--- src/rtl/rr_mux_pkg.sv ---
// rr_mux_pkg
// Shared definitions for the round-robin 4:1 stream mux and its matching
// 1:4 demux. Both ends agree on the channel count and the width of the
// source tag that travels with every beat.
//   N_CH     : number of channels on the fan-in / fan-out side
//   SEL_W    : width of the channel tag (out_sel on the mux)
//   ch_sel_t : channel index / tag type
package rr_mux_pkg;

  localparam int N_CH  = 4;
  localparam int SEL_W = 2;

  typedef logic [SEL_W-1:0] ch_sel_t;

endpackage

--- src/rtl/rr_arbiter4.sv ---
// rr_arbiter4
// Purely combinational rotating-priority arbiter for four requesters.
// Scanning starts at ptr and wraps, so the requester just after the last
// winner gets first chance next time.
//   req        in  [3:0]  request vector
//   ptr        in  [1:0]  highest-priority requester this cycle
//   gnt_onehot out [3:0]  one-hot grant, zero when nobody requests
//   gnt_idx    out [1:0]  index of the granted requester (0 when none)
//   any_gnt    out        at least one requester was granted
module rr_arbiter4
  import rr_mux_pkg::*;
(
  input  logic [N_CH-1:0] req,
  input  ch_sel_t         ptr,
  output logic [N_CH-1:0] gnt_onehot,
  output ch_sel_t         gnt_idx,
  output logic            any_gnt
);

  ch_sel_t cand;

  // Walk ptr, ptr+1, ptr+2, ptr+3; the 2-bit add wraps naturally, and the
  // first requester found locks out the rest of the scan.
  always_comb begin
    gnt_idx    = '0;
    any_gnt    = 1'b0;
    cand       = '0;
    gnt_onehot = '0;
    for (int k = 0; k < N_CH; k++) begin
      cand = ptr + ch_sel_t'(k);
      if (!any_gnt && req[cand]) begin
        gnt_idx = cand;
        any_gnt = 1'b1;
      end
    end
    if (any_gnt) begin
      gnt_onehot[gnt_idx] = 1'b1;
    end
  end

endmodule

--- src/rtl/rr_mux4.sv ---
// rr_mux4
// Four-to-one round-robin stream multiplexer with one registered output
// stage. Each output beat is tagged with its source channel so the far-end
// demux can route it back.
//   WIDTH     param      data width per beat (default 8)
//   clk       in         rising-edge clock
//   rst       in         synchronous active-high reset
//   in_data   in  4*W    channel i data on [i*WIDTH +: WIDTH]
//   in_valid  in  [3:0]  channel i offers a beat
//   in_ready  out [3:0]  channel i beat accepted this cycle (one-hot or zero)
//   out_data  out [W]    registered beat data
//   out_sel   out [1:0]  source channel of the current output beat
//   out_valid out        output register holds a beat
//   out_ready in         downstream takes the beat
module rr_mux4
  import rr_mux_pkg::*;
#(
  parameter int WIDTH = 8
) (
  input  logic                  clk,
  input  logic                  rst,
  input  logic [N_CH*WIDTH-1:0] in_data,
  input  logic [N_CH-1:0]       in_valid,
  output logic [N_CH-1:0]       in_ready,
  output logic [WIDTH-1:0]      out_data,
  output logic [SEL_W-1:0]      out_sel,
  output logic                  out_valid,
  input  logic                  out_ready
);

  ch_sel_t           ptr;
  ch_sel_t           gnt_idx;
  logic [N_CH-1:0]   gnt_onehot;
  logic              any_gnt;
  logic              load;
  logic [WIDTH-1:0]  ch_data [N_CH];
  logic [WIDTH-1:0]  win_data;

  rr_arbiter4 u_arb (
    .req        (in_valid),
    .ptr        (ptr),
    .gnt_onehot (gnt_onehot),
    .gnt_idx    (gnt_idx),
    .any_gnt    (any_gnt)
  );

  // Register can take a new beat when empty or being drained this cycle.
  assign load = !out_valid || out_ready;

  // Slice the flat input bus into per-channel words and pick the winner's.
  always_comb begin
    for (int i = 0; i < N_CH; i++) begin
      ch_data[i] = in_data[i*WIDTH +: WIDTH];
    end
    win_data = ch_data[gnt_idx];
  end

  // Grant only reaches a channel when the register can load, and never
  // during reset so a beat offered in the reset cycle is not consumed.
  // gnt_onehot only ever contains requesting channels.
  assign in_ready = (load && !rst) ? gnt_onehot : '0;

  // Output register and priority pointer. With no winner the register
  // empties but keeps its last data/tag and the pointer stays put.
  always_ff @(posedge clk) begin
    if (rst) begin
      out_valid <= 1'b0;
      out_data  <= '0;
      out_sel   <= '0;
      ptr       <= '0;
    end else if (load) begin
      if (any_gnt) begin
        out_valid <= 1'b1;
        out_data  <= win_data;
        out_sel   <= gnt_idx;
        ptr       <= gnt_idx + 2'd1;
      end else begin
        out_valid <= 1'b0;
      end
    end
  end

endmodule

--- config.mk ---
export PLATFORM = sky130hd
export DESIGN_NAME = rr_mux4
export DESIGN_NICKNAME = d
export VERILOG_FILES = /design/src/rtl/rr_mux_pkg.sv /design/src/rtl/rr_arbiter4.sv /design/src/rtl/rr_mux4.sv
export SDC_FILE = /design/constraint.sdc
export NUM_CORES = 1
export LEC_CHECK = 0
export ABC_AREA = 0
export CORE_MARGIN = 2
export CORE_UTILIZATION = 37
export CTS_BUF_LIST = sky130_fd_sc_hd__clkbuf_8 sky130_fd_sc_hd__clkbuf_16
export CTS_CLUSTER_SIZE = 12
export DETAILED_ROUTE_END_ITERATION = 16
export PLACE_DENSITY = 0.8
export SYNTH_ARGS = -nofsm -noshare
export SYNTH_HDL_FRONTEND = slang
export SYNTH_HIERARCHICAL = 1
export SYNTH_SLANG_ARGS = --single-unit
--- constraint.sdc ---
create_clock -name clk -period 2.54 [get_ports clk]
set_clock_uncertainty 0.2 [all_clocks]
set_input_delay 0.254 -clock clk [delete_from_list [all_inputs] [get_ports clk]]
set_output_delay 0.254 -clock clk [all_outputs]
set_load 0.03 [all_outputs]
==> tab_implementation.tex <==
\begin{tabular}{lr}
\hline
Metric & Value \\
\hline
\multicolumn{2}{l}{\textbf{Outcome}} \\
Result of the run & finished clean \\
\multicolumn{2}{l}{\textbf{Final layout}} \\
Final Util & 0.684 \\
Net count, final & 200 \\
Count of fill cells added during filler insertion & 188 \\
Layout cells sized above 1 & 0.131 \\
Area growth from synthesis to layout & 71.1\% \\
N\_diodes & 0 \\
\multicolumn{2}{l}{\textbf{Global route}} \\
Met3 GRT Util & 0.0254 \\
Largest net degree at the start of global routing & 16 \\
Met2 layer usage reported by global route & 0.325 \\
Grt ovf & 0 \\
Met1 capacity usage during global routing & 0.241 \\
Vias in the first global route & 914 \\
Initial antenna violation count & 0 \\
Overall routing resource usage & 0.192 \\
Global routing's busiest layer & met2 \\
Global-route wire length before repair & 3970 um \\
\multicolumn{2}{l}{\textbf{Power and ir drop}} \\
Power per unit of standard cell area & 516 nW/um2 \\
Reported net switching power & 0.255 mW \\
Overall Power & 0.795 mW \\
Sequential share of power & 0.319 \\
Logic pwr share & 0.455 \\
Switching share of power & 0.321 \\
Leakage component of the power & 0.636 nW \\
Fraction of power consumed by the clock network & 0.226 \\
Maximum VDD drop & 0.317 mV \\
Internal power component & 0.540 mW \\
\multicolumn{2}{l}{\textbf{Clocking}} \\
Buffers from clock root to sink, at most & 2 \\
Root Driver & sky130\_fd\_sc\_hd\_\_clkbuf\_8 \\
\# Post-CTS Setup Buffers & 0 \\
Worst-skew pair later-pin latency & 0.24 ns \\
CTS tree & built \\
Clock transition at the registers of the reported paths & 0.05 ns \\
Sinks on Clock Net & 13 \\
H-tree depth & 1 \\
Number of clock buffers inserted by TritonCTS & 3 \\
\multicolumn{2}{l}{\textbf{Worst setup path}} \\
Required time at the endpoint of the critical path & 2.09 ns \\
Delay of the slowest critical-path stage & 0.66 ns \\
Critical Path AT & 1.95 ns \\
Top fanout value on the critical path & 5 \\
Crit path max-delay cell type & sky130\_fd\_sc\_hd\_\_clkdlybuf4s50\_1 \\
Cells traversed along the worst timing path & clkdlybuf4s50\_1, buf\_4, o21ai\_0, o211a\_1, and2\_1, clkdlybuf4s50\_1 \\
Dominant cell type by count on the critical path & sky130\_fd\_sc\_hd\_\_clkdlybuf4s50\_1 \\
Setup Crit Path Kind & in2out \\
Critical path capture point type & output pin \\
Critical Path Source Type & input pin \\
Path depth of the worst reg2reg path & 7 \\
\multicolumn{2}{l}{\textbf{Timing}} \\
Slew at the pin closest to its max-slew limit & 0.546 ns \\
Max-slew violation total from the final report & 0 \\
Crit share post-route & 0.948 \\
Setup TNS & 0 ns \\
Min Clock Period, post-route & 2.41 ns \\
Final setup fails & 0 \\
Hold slack final & 0.279 ns \\
Final Hold Fails & 0 \\
Worst-case headroom to the max-slew limit & 0.636 \\
RSZ-0062 raised after global routing & no \\
Peak clock frequency supported by timing & 0.415 GHz \\
\multicolumn{2}{l}{\textbf{Logic synthesis}} \\
Parity-gate share of the synthesized area counting xor and xnor cells & 0.00972 \\
Flop and latch count out of synthesis & 13 \\
Proportion of synthesized area in mux cells & 0.204 \\
Synthesized-area fraction occupied by ao, oa, aoi and oai cells & 0.249 \\
Main combinational cell family by area after synthesis & compound AO/OA/AOI/OAI gates \\
Post-synth net total & 143 \\
Post-synthesis cell type count & 26 \\
Average footprint of a synthesized cell & 8.66 um2 \\
Post-synthesis adder-cell area fraction & 0 \\
Count of synthesis-stage warnings from yosys & 6 \\
Combined area of all synthesized cells & 901 um2 \\
Post-synthesis sequential area ratio & 0.289 \\
Post-synthesis instance total & 104 \\
Fraction of the mapped netlist area in simple logic gates & 0.172 \\
\multicolumn{2}{l}{\textbf{Flow run}} \\
Maximum Capacitance Violations & 0 \\
\multicolumn{2}{l}{\textbf{Drt}} \\
Antenna-violating nets left & 0 \\
Post-detailed-route via-to-cell ratio & 5.38 \\
Initial drt markers & 20 \\
Remaining routing DRC violations & 0 \\
DRT Pass-1 Iters & 4 \\
Aggregate routed wire length & 2560 um \\
WL per Instance & 13.6 um \\
Vias post-DR & 1011 \\
\multicolumn{2}{l}{\textbf{Hold path}} \\
Hold path depth & 2 \\
Class of the tightest hold or removal check & reg2reg \\
\multicolumn{2}{l}{\textbf{Placement}} \\
Last weighted congestion value of the routability-driven placer & 0.784 \\
Detailed placer's ending HPWL & 1950 um \\
Number of port buffers & 53 \\
\multicolumn{2}{l}{\textbf{Floorplanning}} \\
DIE AREA & 2850 um2 \\
Width of the die & 53.3 um \\
Site Rows & 17 \\
Core footprint & 2250 um2 \\
Die Y-Extent & 53.3 um \\
Number of top-level pins & 54 \\
Starting Density & 0.400 \\
\hline
\end{tabular}
## registers in the layout (all words and copies together) (netlist names)
signal	cells
out_data	8
out_valid	1
ptr	2
out_sel	2
## layout make-up
cell class,count,area [um2],share of cell area
Clock inverter,1,3.75,0.00244
Multi-Input combinational cell,77,572,0.371
Timing Repair Buffer,61,611,0.396
Inverter,5,18.8,0.0122
Clock buffer,3,41.3,0.0268
Sequential cell,13,260,0.169
Tap cell,28,35.0,0.0227
## kinds of logic after synthesis
kind of cell           after synthesis
AND/OR/NAND/NOR                     30
AO/OA/AOI/OAI                       38
XOR/XNOR                             1
buffers and inverters               14
flip-flops                          13
multiplexers                         8
## metrics by stage
stage	setup slack (ns)	instance area, um2	std cells
finish	0.132	1540	188
global route	0.0717	1540	188
CTS	0.0451	1530	188
detailed placement	0.0447	1490	184
global placement	0.0874	1490	184
floorplan	0.523	901	104
## Yosys cell counts
library cell | number | area share
sky130_fd_sc_hd__a211oi_1 | 1 | 0.0083
sky130_fd_sc_hd__a211oi_2 | 1 | 0.014
sky130_fd_sc_hd__a21oi_1 | 17 | 0.094
sky130_fd_sc_hd__a21oi_2 | 1 | 0.0097
sky130_fd_sc_hd__a221oi_1 | 1 | 0.0097
sky130_fd_sc_hd__a311oi_1 | 3 | 0.029
sky130_fd_sc_hd__and2_1 | 4 | 0.028
sky130_fd_sc_hd__buf_2 | 4 | 0.022
sky130_fd_sc_hd__buf_4 | 1 | 0.0083
sky130_fd_sc_hd__buf_6 | 1 | 0.012
sky130_fd_sc_hd__clkbuf_1 | 3 | 0.012
sky130_fd_sc_hd__dfxtp_1 | 13 | 0.29
sky130_fd_sc_hd__inv_1 | 5 | 0.021
sky130_fd_sc_hd__mux4_1 | 1 | 0.029
sky130_fd_sc_hd__mux4_2 | 7 | 0.17
sky130_fd_sc_hd__nand2_1 | 2 | 0.0083
sky130_fd_sc_hd__nand2b_1 | 3 | 0.021
sky130_fd_sc_hd__nand2b_2 | 1 | 0.0097
sky130_fd_sc_hd__nand3_1 | 10 | 0.056
sky130_fd_sc_hd__nor2_1 | 6 | 0.025
sky130_fd_sc_hd__nor2b_1 | 2 | 0.014
sky130_fd_sc_hd__nor3_1 | 2 | 0.011
sky130_fd_sc_hd__o211a_1 | 1 | 0.011
sky130_fd_sc_hd__o21ai_0 | 12 | 0.067
sky130_fd_sc_hd__o21ai_1 | 1 | 0.0056
sky130_fd_sc_hd__xnor2_1 | 1 | 0.0097
## what timing repair did
item                                   in CTS  in global routing
setup endpoints to repair                   0                  3
resized for setup                           0                  3
endpoints found under the hold margin       0                  0
hold buffers                                0                  0
## worst max-delay path: cells and delay by family
| family | cells | cell delay, ns |
|---|---|---|
| buffers and inverters | 3 | 1.28 |
| AOI/OAI and AO/OA | 2 | 0.31 |
| and+or+nand+nor | 1 | 0.11 |
## layer usage
layer,vias up,wire length (um),part of all wire
li1,498,-,-
met1,470,1060,0.42
met2,38,1340,0.52
met3,5,124,0.048
met4,0,32,0.013
met5,-,0,0
## layout by cell type, fill, tap and decap left out
master / netlist / layout
sky130_fd_sc_hd__inv_1: 5 / 6
sky130_fd_sc_hd__o21ai_0: 12 / 12
sky130_fd_sc_hd__o21ai_1: 1 / 1
sky130_fd_sc_hd__a221oi_1: 1 / 1
sky130_fd_sc_hd__nor2b_1: 2 / 2
sky130_fd_sc_hd__nor2_1: 6 / 6
sky130_fd_sc_hd__dlymetal6s2s_1: 0 / 3
sky130_fd_sc_hd__clkdlybuf4s50_1: 0 / 50
sky130_fd_sc_hd__mux4_1: 1 / 1
sky130_fd_sc_hd__a311oi_1: 3 / 3
sky130_fd_sc_hd__a21oi_2: 1 / 1
sky130_fd_sc_hd__nor3_1: 2 / 2
sky130_fd_sc_hd__a211oi_1: 1 / 1
sky130_fd_sc_hd__nand3_1: 10 / 10
sky130_fd_sc_hd__o211a_1: 1 / 1
sky130_fd_sc_hd__dfxtp_1: 13 / 13
sky130_fd_sc_hd__a211oi_2: 1 / 1
sky130_fd_sc_hd__buf_4: 1 / 7
sky130_fd_sc_hd__nand2b_2: 1 / 1
sky130_fd_sc_hd__clkbuf_8: 0 / 3
sky130_fd_sc_hd__nand2b_1: 3 / 3
sky130_fd_sc_hd__a21oi_1: 17 / 17
sky130_fd_sc_hd__buf_12: 0 / 1
sky130_fd_sc_hd__and2_1: 4 / 4
sky130_fd_sc_hd__mux4_2: 7 / 7
sky130_fd_sc_hd__xnor2_1: 1 / 1
sky130_fd_sc_hd__nand2_1: 2 / 2
## power groups by stage
stage	clock (mW)	combinational (mW)	sequential, mW
after floorplan	0	0.180	0.291
after global placement	0	0.355	0.257
after detailed placement	0	0.361	0.257
after CTS	0.181	0.364	0.253
after global routing	0.198	0.387	0.258
final	0.180	0.361	0.254
## final timing paths
check                    from     endpoint  slack (ns)
setup / recovery  in_valid[0]  in_ready[1]        0.13
hold / removal     out_sel[1]   out_sel[1]        0.28
setup reg to reg       ptr[0]  out_data[0]        0.28
hold reg to reg    out_sel[1]   out_sel[1]        0.28
No activity file was read; power rests on OpenSTA's default activity.
